<file path="src/rtl/dance_cmd_sequencer.sv">
// Framed UART command decoder (SYNC, CMD, ARG, CHK) driving wave-generator config and step tick.
// Optional inter-byte timeout is compiled in with `define CMD_TIMEOUT_EN.
module dance_cmd_sequencer #(
    parameter logic [7:0]  SYNC_BYTE      = 8'hA5,
    parameter logic [7:0]  DEFAULT_DIV    = 8'd63,
    parameter logic [23:0] TIMEOUT_CYCLES = 24'd500000
) (
    input  logic       clk,
    input  logic       rst_n,
    input  logic [7:0] rx_data,
    input  logic       rx_valid,
    output logic [2:0] img_sel,
    output logic [7:0] step_div,
    output logic       gen_en,
    output logic       step_tick,
    output logic       cmd_ack,
    output logic       cmd_err
);

    localparam logic [2:0] S_IDLE    = 3'd0;
    localparam logic [2:0] S_GET_CMD = 3'd1;
    localparam logic [2:0] S_GET_ARG = 3'd2;
    localparam logic [2:0] S_GET_CHK = 3'd3;
    localparam logic [2:0] S_APPLY   = 3'd4;

    localparam logic [7:0] CMD_IMG = 8'h01;
    localparam logic [7:0] CMD_DIV = 8'h02;
    localparam logic [7:0] CMD_EN  = 8'h03;

    logic [2:0] state;
    logic [7:0] cmd_q;
    logic [7:0] arg_q;
    logic [7:0] chk_q;
    logic [7:0] tick_cnt;
    logic       timeout;

    logic apply;
    logic chk_ok;
    logic wr_img;
    logic wr_div;
    logic wr_en;
    logic frame_ok;

    assign apply    = (state == S_APPLY);
    assign chk_ok   = (chk_q == (cmd_q ^ arg_q));
    assign wr_img   = apply && chk_ok && (cmd_q == CMD_IMG);
    assign wr_div   = apply && chk_ok && (cmd_q == CMD_DIV);
    assign wr_en    = apply && chk_ok && (cmd_q == CMD_EN);
    assign frame_ok = wr_img || wr_div || wr_en;

`ifdef CMD_TIMEOUT_EN
    logic [23:0] timer;
    logic        in_frame;

    assign in_frame = (state == S_GET_CMD) || (state == S_GET_ARG) || (state == S_GET_CHK);
    assign timeout  = in_frame && (timer == (TIMEOUT_CYCLES - 24'd1));

    always_ff @(posedge clk or negedge rst_n) begin
        if (!rst_n) begin
            timer <= 24'd0;
        end else if (rx_valid || !in_frame || timeout) begin
            timer <= 24'd0;
        end else begin
            timer <= timer + 24'd1;
        end
    end
`else
    logic [23:0] timeout_unused;
    assign timeout_unused = TIMEOUT_CYCLES;
    assign timeout        = 1'b0;
`endif

    // Timeout overrides any byte arriving in the same cycle.
    always_ff @(posedge clk or negedge rst_n) begin
        if (!rst_n) begin
            state <= S_IDLE;
            cmd_q <= 8'd0;
            arg_q <= 8'd0;
            chk_q <= 8'd0;
        end else if (timeout) begin
            state <= S_IDLE;
        end else begin
            case (state)
                S_IDLE: begin
                    if (rx_valid && (rx_data == SYNC_BYTE)) state <= S_GET_CMD;
                end
                S_GET_CMD: begin
                    if (rx_valid) begin
                        cmd_q <= rx_data;
                        state <= S_GET_ARG;
                    end
                end
                S_GET_ARG: begin
                    if (rx_valid) begin
                        arg_q <= rx_data;
                        state <= S_GET_CHK;
                    end
                end
                S_GET_CHK: begin
                    if (rx_valid) begin
                        chk_q <= rx_data;
                        state <= S_APPLY;
                    end
                end
                default: state <= S_IDLE;
            endcase
        end
    end

    always_ff @(posedge clk or negedge rst_n) begin
        if (!rst_n) begin
            img_sel  <= 3'd0;
            step_div <= DEFAULT_DIV;
            gen_en   <= 1'b0;
            cmd_ack  <= 1'b0;
            cmd_err  <= 1'b0;
        end else begin
            cmd_ack <= frame_ok;
            cmd_err <= (apply && !frame_ok) || timeout;
            if (wr_img) img_sel  <= arg_q[2:0];
            if (wr_div) step_div <= arg_q;
            if (wr_en)  gen_en   <= arg_q[0];
        end
    end

    // A divider write restarts the period from zero, ahead of wrap/increment.
    always_ff @(posedge clk or negedge rst_n) begin
        if (!rst_n) begin
            tick_cnt  <= 8'd0;
            step_tick <= 1'b0;
        end else if (wr_div || !gen_en) begin
            tick_cnt  <= 8'd0;
            step_tick <= 1'b0;
        end else if (tick_cnt == step_div) begin
            tick_cnt  <= 8'd0;
            step_tick <= 1'b1;
        end else begin
            tick_cnt  <= tick_cnt + 8'd1;
            step_tick <= 1'b0;
        end
    end

endmodule
</file>
<file path="config.mk">
export PLATFORM = sky130hd
export DESIGN_NAME = dance_cmd_sequencer
export DESIGN_NICKNAME = d
export VERILOG_FILES = /design/src/rtl/dance_cmd_sequencer.sv
export SDC_FILE = /design/constraint.sdc
export NUM_CORES = 1
export LEC_CHECK = 0
export BUFFER_PORTS_ARGS = -buffer_cell sky130_fd_sc_hd__buf_2
export CAP_MARGIN = 20
export CORE_MARGIN = 4
export CORE_UTILIZATION = 58
export DETAILED_ROUTE_END_ITERATION = 8
export PLACE_DENSITY = 0.78
export SYNTH_ARGS = -nofsm -noshare
export SYNTH_HDL_FRONTEND = slang
export SYNTH_SLANG_ARGS = --single-unit
</file>
<file path="constraint.sdc">
create_clock -name clk -period 2.9 [get_ports clk]
set_input_delay 0.435 -clock clk [delete_from_list [all_inputs] [get_ports clk]]
set_output_delay 0.435 -clock clk [all_outputs]
set_load 0.02 [all_outputs]
</file>
==> flow_summary_export.csv <==
group,metric,value,unit
job,drv_cap,0,
global_route,grt_usage,0.1976,
detailed_routing,detail-route-antenna-nets,0,
clock_network,tritoncts,"yes",
placed_design,dpl-instance-area,2587,um2
clock_network,cts_hold_buf,0,
synth,synth.cell_area,2396,um2
timing,rsz0062_at_grt,"false",
power_and_ir_drop,peakVddDrop,0.5006,mV
placed_design,place.gp.congestion,0.8422,
synth,synth_compound_area_frac,0.01097,
run_status,status,"completed",
floorplanning,die_w,72.28,um
finish,drive_gt1_frac,0.3585,
clock_network,cts_resized,0,
clock_network,cts_setup_buffers,0,
detailed_routing,vias,1537,
finish,final_area,2718,um2
detailed_routing,totalWireLength,4802,um
timing,fin_worst_skew,0.007344,ns
floorplanning,ios,26,
synth,synth_xor_area_frac,0.1311,
critical_path,r2r_start,"cmd_q[4]",
critical_path,cpPeakStageDelay,0.62,ns
placed_design,port_buffers,25,
critical_path,endpoint,"img_sel[2]",
power_and_ir_drop,p_leak,0.001310,uW
global_route,grt_pass1_wl,7893,um
placed_design,dp_hpwl,3479,um
global_route,grt_max_degree,51,
timing,fmax,0.4830,GHz
finish,fin_nets,223,
detailed_routing,drtIter0Drc,74,
synth,synth_cell_types,33,
critical_path,cp_max_fo,3,
global_route,grt_pass1_vias,1604,
clock_network,numCtsBuffers,5,
clock_network,clk_pin_slew_worst_paths,0.09,ns
clock_network,htree_levels,2,
detailed_routing,wl_per_cell,18.33,um
critical_path,cp_top_family,"simple AND/OR/NAND/NOR gates",
finish,syn2layout_area_growth,13.42,%
synth,ys_seq_area_frac,0.5253,
floorplanning,row_count,23,
critical_path,cpMaxStageDelayCell,"or4_4",
timing,relSlewSlack,0.6101,
clock_network,clockRootBuffer,"clkbuf_8",
global_route,grt_overflow_total,0,
clock_network,clk_path_buf_depth,2,
timing,tightest_slew,0.5827,ns
critical_path,reg2reg_depth,4,
synth,synth_top_family_by_area,"simple AND/OR/NAND/NOR gates",
clock_network,clk_latency,0.30,ns
critical_path,rr_endpoint,"img_sel[2]",
synth,postSynthCellCount,178,
synth,synth_fa_ha_area_frac,0.005222,
timing,layout_min_cycle_time,2.070,ns
timing,period_share,0.7139,
critical_path,cp-startpoint,"cmd_q[4]",
timing,finalHoldViolCount,0,
floorplanning,die_y,72.28,um
clock_network,clock_sinks,50,
synth,yosys_warnings,0,
power_and_ir_drop,power,2455,uW
timing,fin_setup_tns,0,ns
critical_path,cp.arrival,2.27,ns
synth,synthesis.nets,190,
critical_path,cp.depth,4,
detailed_routing,via_per_inst,5.866,
synth,ys_ff_latch,50,
timing,slew_viol_final,0,
detailed_routing,dr.pass1.iters,4,
floorplanning,initial_core_util,0.5990,
critical_path,crit_chain,"nor4_1 > nand4_1 > or4_4 > mux2_4",
floorplanning,coreArea,4000,um2
detailed_routing,drc,0,
critical_path,critPathBufInv,0,
synth,yosys.area_share.simple,0.1817,
worst_hold_path,min_path_type,"input port to async pin",
power_and_ir_drop,powerDensity,903.4,nW/um2
critical_path,critPathLaunchType,"register",
critical_path,rrSetupSlack,0.83,ns
timing,setup_viol_count_final,0,
global_route,antenna_found_initial,0,
synth,synth_mux_area_frac,0.1363,
critical_path,worstPathRequired,3.10,ns
finish,diodes,0,
floorplanning,die_area,5224,um2
critical_path,cp-end-kind,"register",
synth,syn_avg_cell_area,13.46,um2
critical_path,worstSetupPathType,"register to register",
[sequential cells by signal, indices dropped and copies added, names as in the netlist]
register   cells
cmd_err        1
cmd_q          8
chk_q          8
tick_cnt       8
arg_q          8
step_tick      1
state          3
gen_en         1
step_div       8
cmd_ack        1
img_sel        3
[worst register-to-register path: stages, from the launching register on]
cell and delay, ns:
dfrtp_1 0.42, nor4_1 0.35, nand4_1 0.26, or4_4 0.62, mux2_4 0.32
[cells in the mapped netlist (all sizes together)]
cell	count	area share
nand4b	3	0.017
mux2	28	0.14
xor2	5	0.018
o21a	1	0.0031
dfstp	6	0.066
nor2	4	0.0063
nor4	2	0.011
buf	1	0.0047
and3	5	0.013
clkbuf	2	0.0031
nor4bb	5	0.021
or3b	1	0.0037
nand4	5	0.013
xnor3	8	0.076
clkinv	1	0.0016
xnor2	10	0.037
and3b	1	0.0037
dfrtp	44	0.46
a21oi	2	0.0042
nand2b	1	0.0026
nor3b	1	0.0052
nor4b	7	0.026
o2111ai	1	0.0037
ha	1	0.0052
nand3	5	0.010
nand2	26	0.041
or4	2	0.0078
[layout by cell type, fill, tap and decap left out, types with 2 or more instances in the layout]
cell type	n
a21oi_1	2
and3_1	5
buf_2	25
buf_4	3
clkbuf_8	5
dfrtp_1	44
dfstp_2	6
mux2_2	24
mux2_4	3
nand2_1	26
nand3_1	5
nand4_1	5
nand4b_1	2
nor2_1	4
nor4b_1	7
nor4bb_1	5
xnor2_1	10
xnor3_1	6
xnor3_2	2
xor2_1	5
[report_power, final]
part	total [uW]	switching, uW	internal (uW)
Combinational	875	371	503
Sequential	1100	208	889
Clock	484	227	257
Total	2460	806	1650
[routing by layer]
metal / wire (um) / share of wire / track usage
met5: 0 / 0 / 0
met1: 2022 / 0.42 / 0.2446
met2: 2502 / 0.52 / 0.3327
met4: 95 / 0.020 / 0.08559
met3: 181 / 0.038 / 0.04432
[cell type report]
class	instances	area (um2)
fill	291	1282
sequential	50	1259
multi-input combinational	124	1115
timing repair buffer	29	167.7
clock buffer	6	72.57
tap	50	62.56
clock inverter	2	37.54
inverter	1	3.754
[through the flow]
stage                     hold slack, ns  utilization  instances  setup WS [ns]
after global routing             0.01638       0.6794        262         0.7463
final                            0.01718       0.6794        262         0.8296
after CTS                         0.3534       0.6744        261         0.8065
after floorplan                   0.1394            -        178         0.8687
after global placement            0.4740       0.6469        253         0.8503
after detailed placement          0.4752       0.6469        253         0.8314
[worst min-delay path by stage]
| stage | startpoint | end | slack [ns] | cells after the start |
|---|---|---|---|---|
| 2_1_floorplan | rst_n | arg_q[0] | 0.14 | 0 |
| 3_3_place_gp | chk_q[3] | chk_q[3] | 0.47 | 2 |
| 3_5_place_dp | chk_q[2] | chk_q[2] | 0.48 | 2 |
| 4_1_cts | rst_n | tick_cnt[6] | 0.35 | 1 |
| 5_1_grt | rst_n | tick_cnt[6] | 0.02 | 1 |
| 6_report | rst_n | tick_cnt[6] | 0.02 | 1 |
[logic make-up after synthesis]
family                   count (synthesis)
AND/OR/NAND/NOR                         68
flip-flops                              50
multiplexers                            28
XOR/XNOR                                23
AO/OA/AOI/OAI                            4
buffers and inverters                    4
adder cells (fa/ha/maj)                  1
No activity file was read; power rests on OpenSTA's default activity.
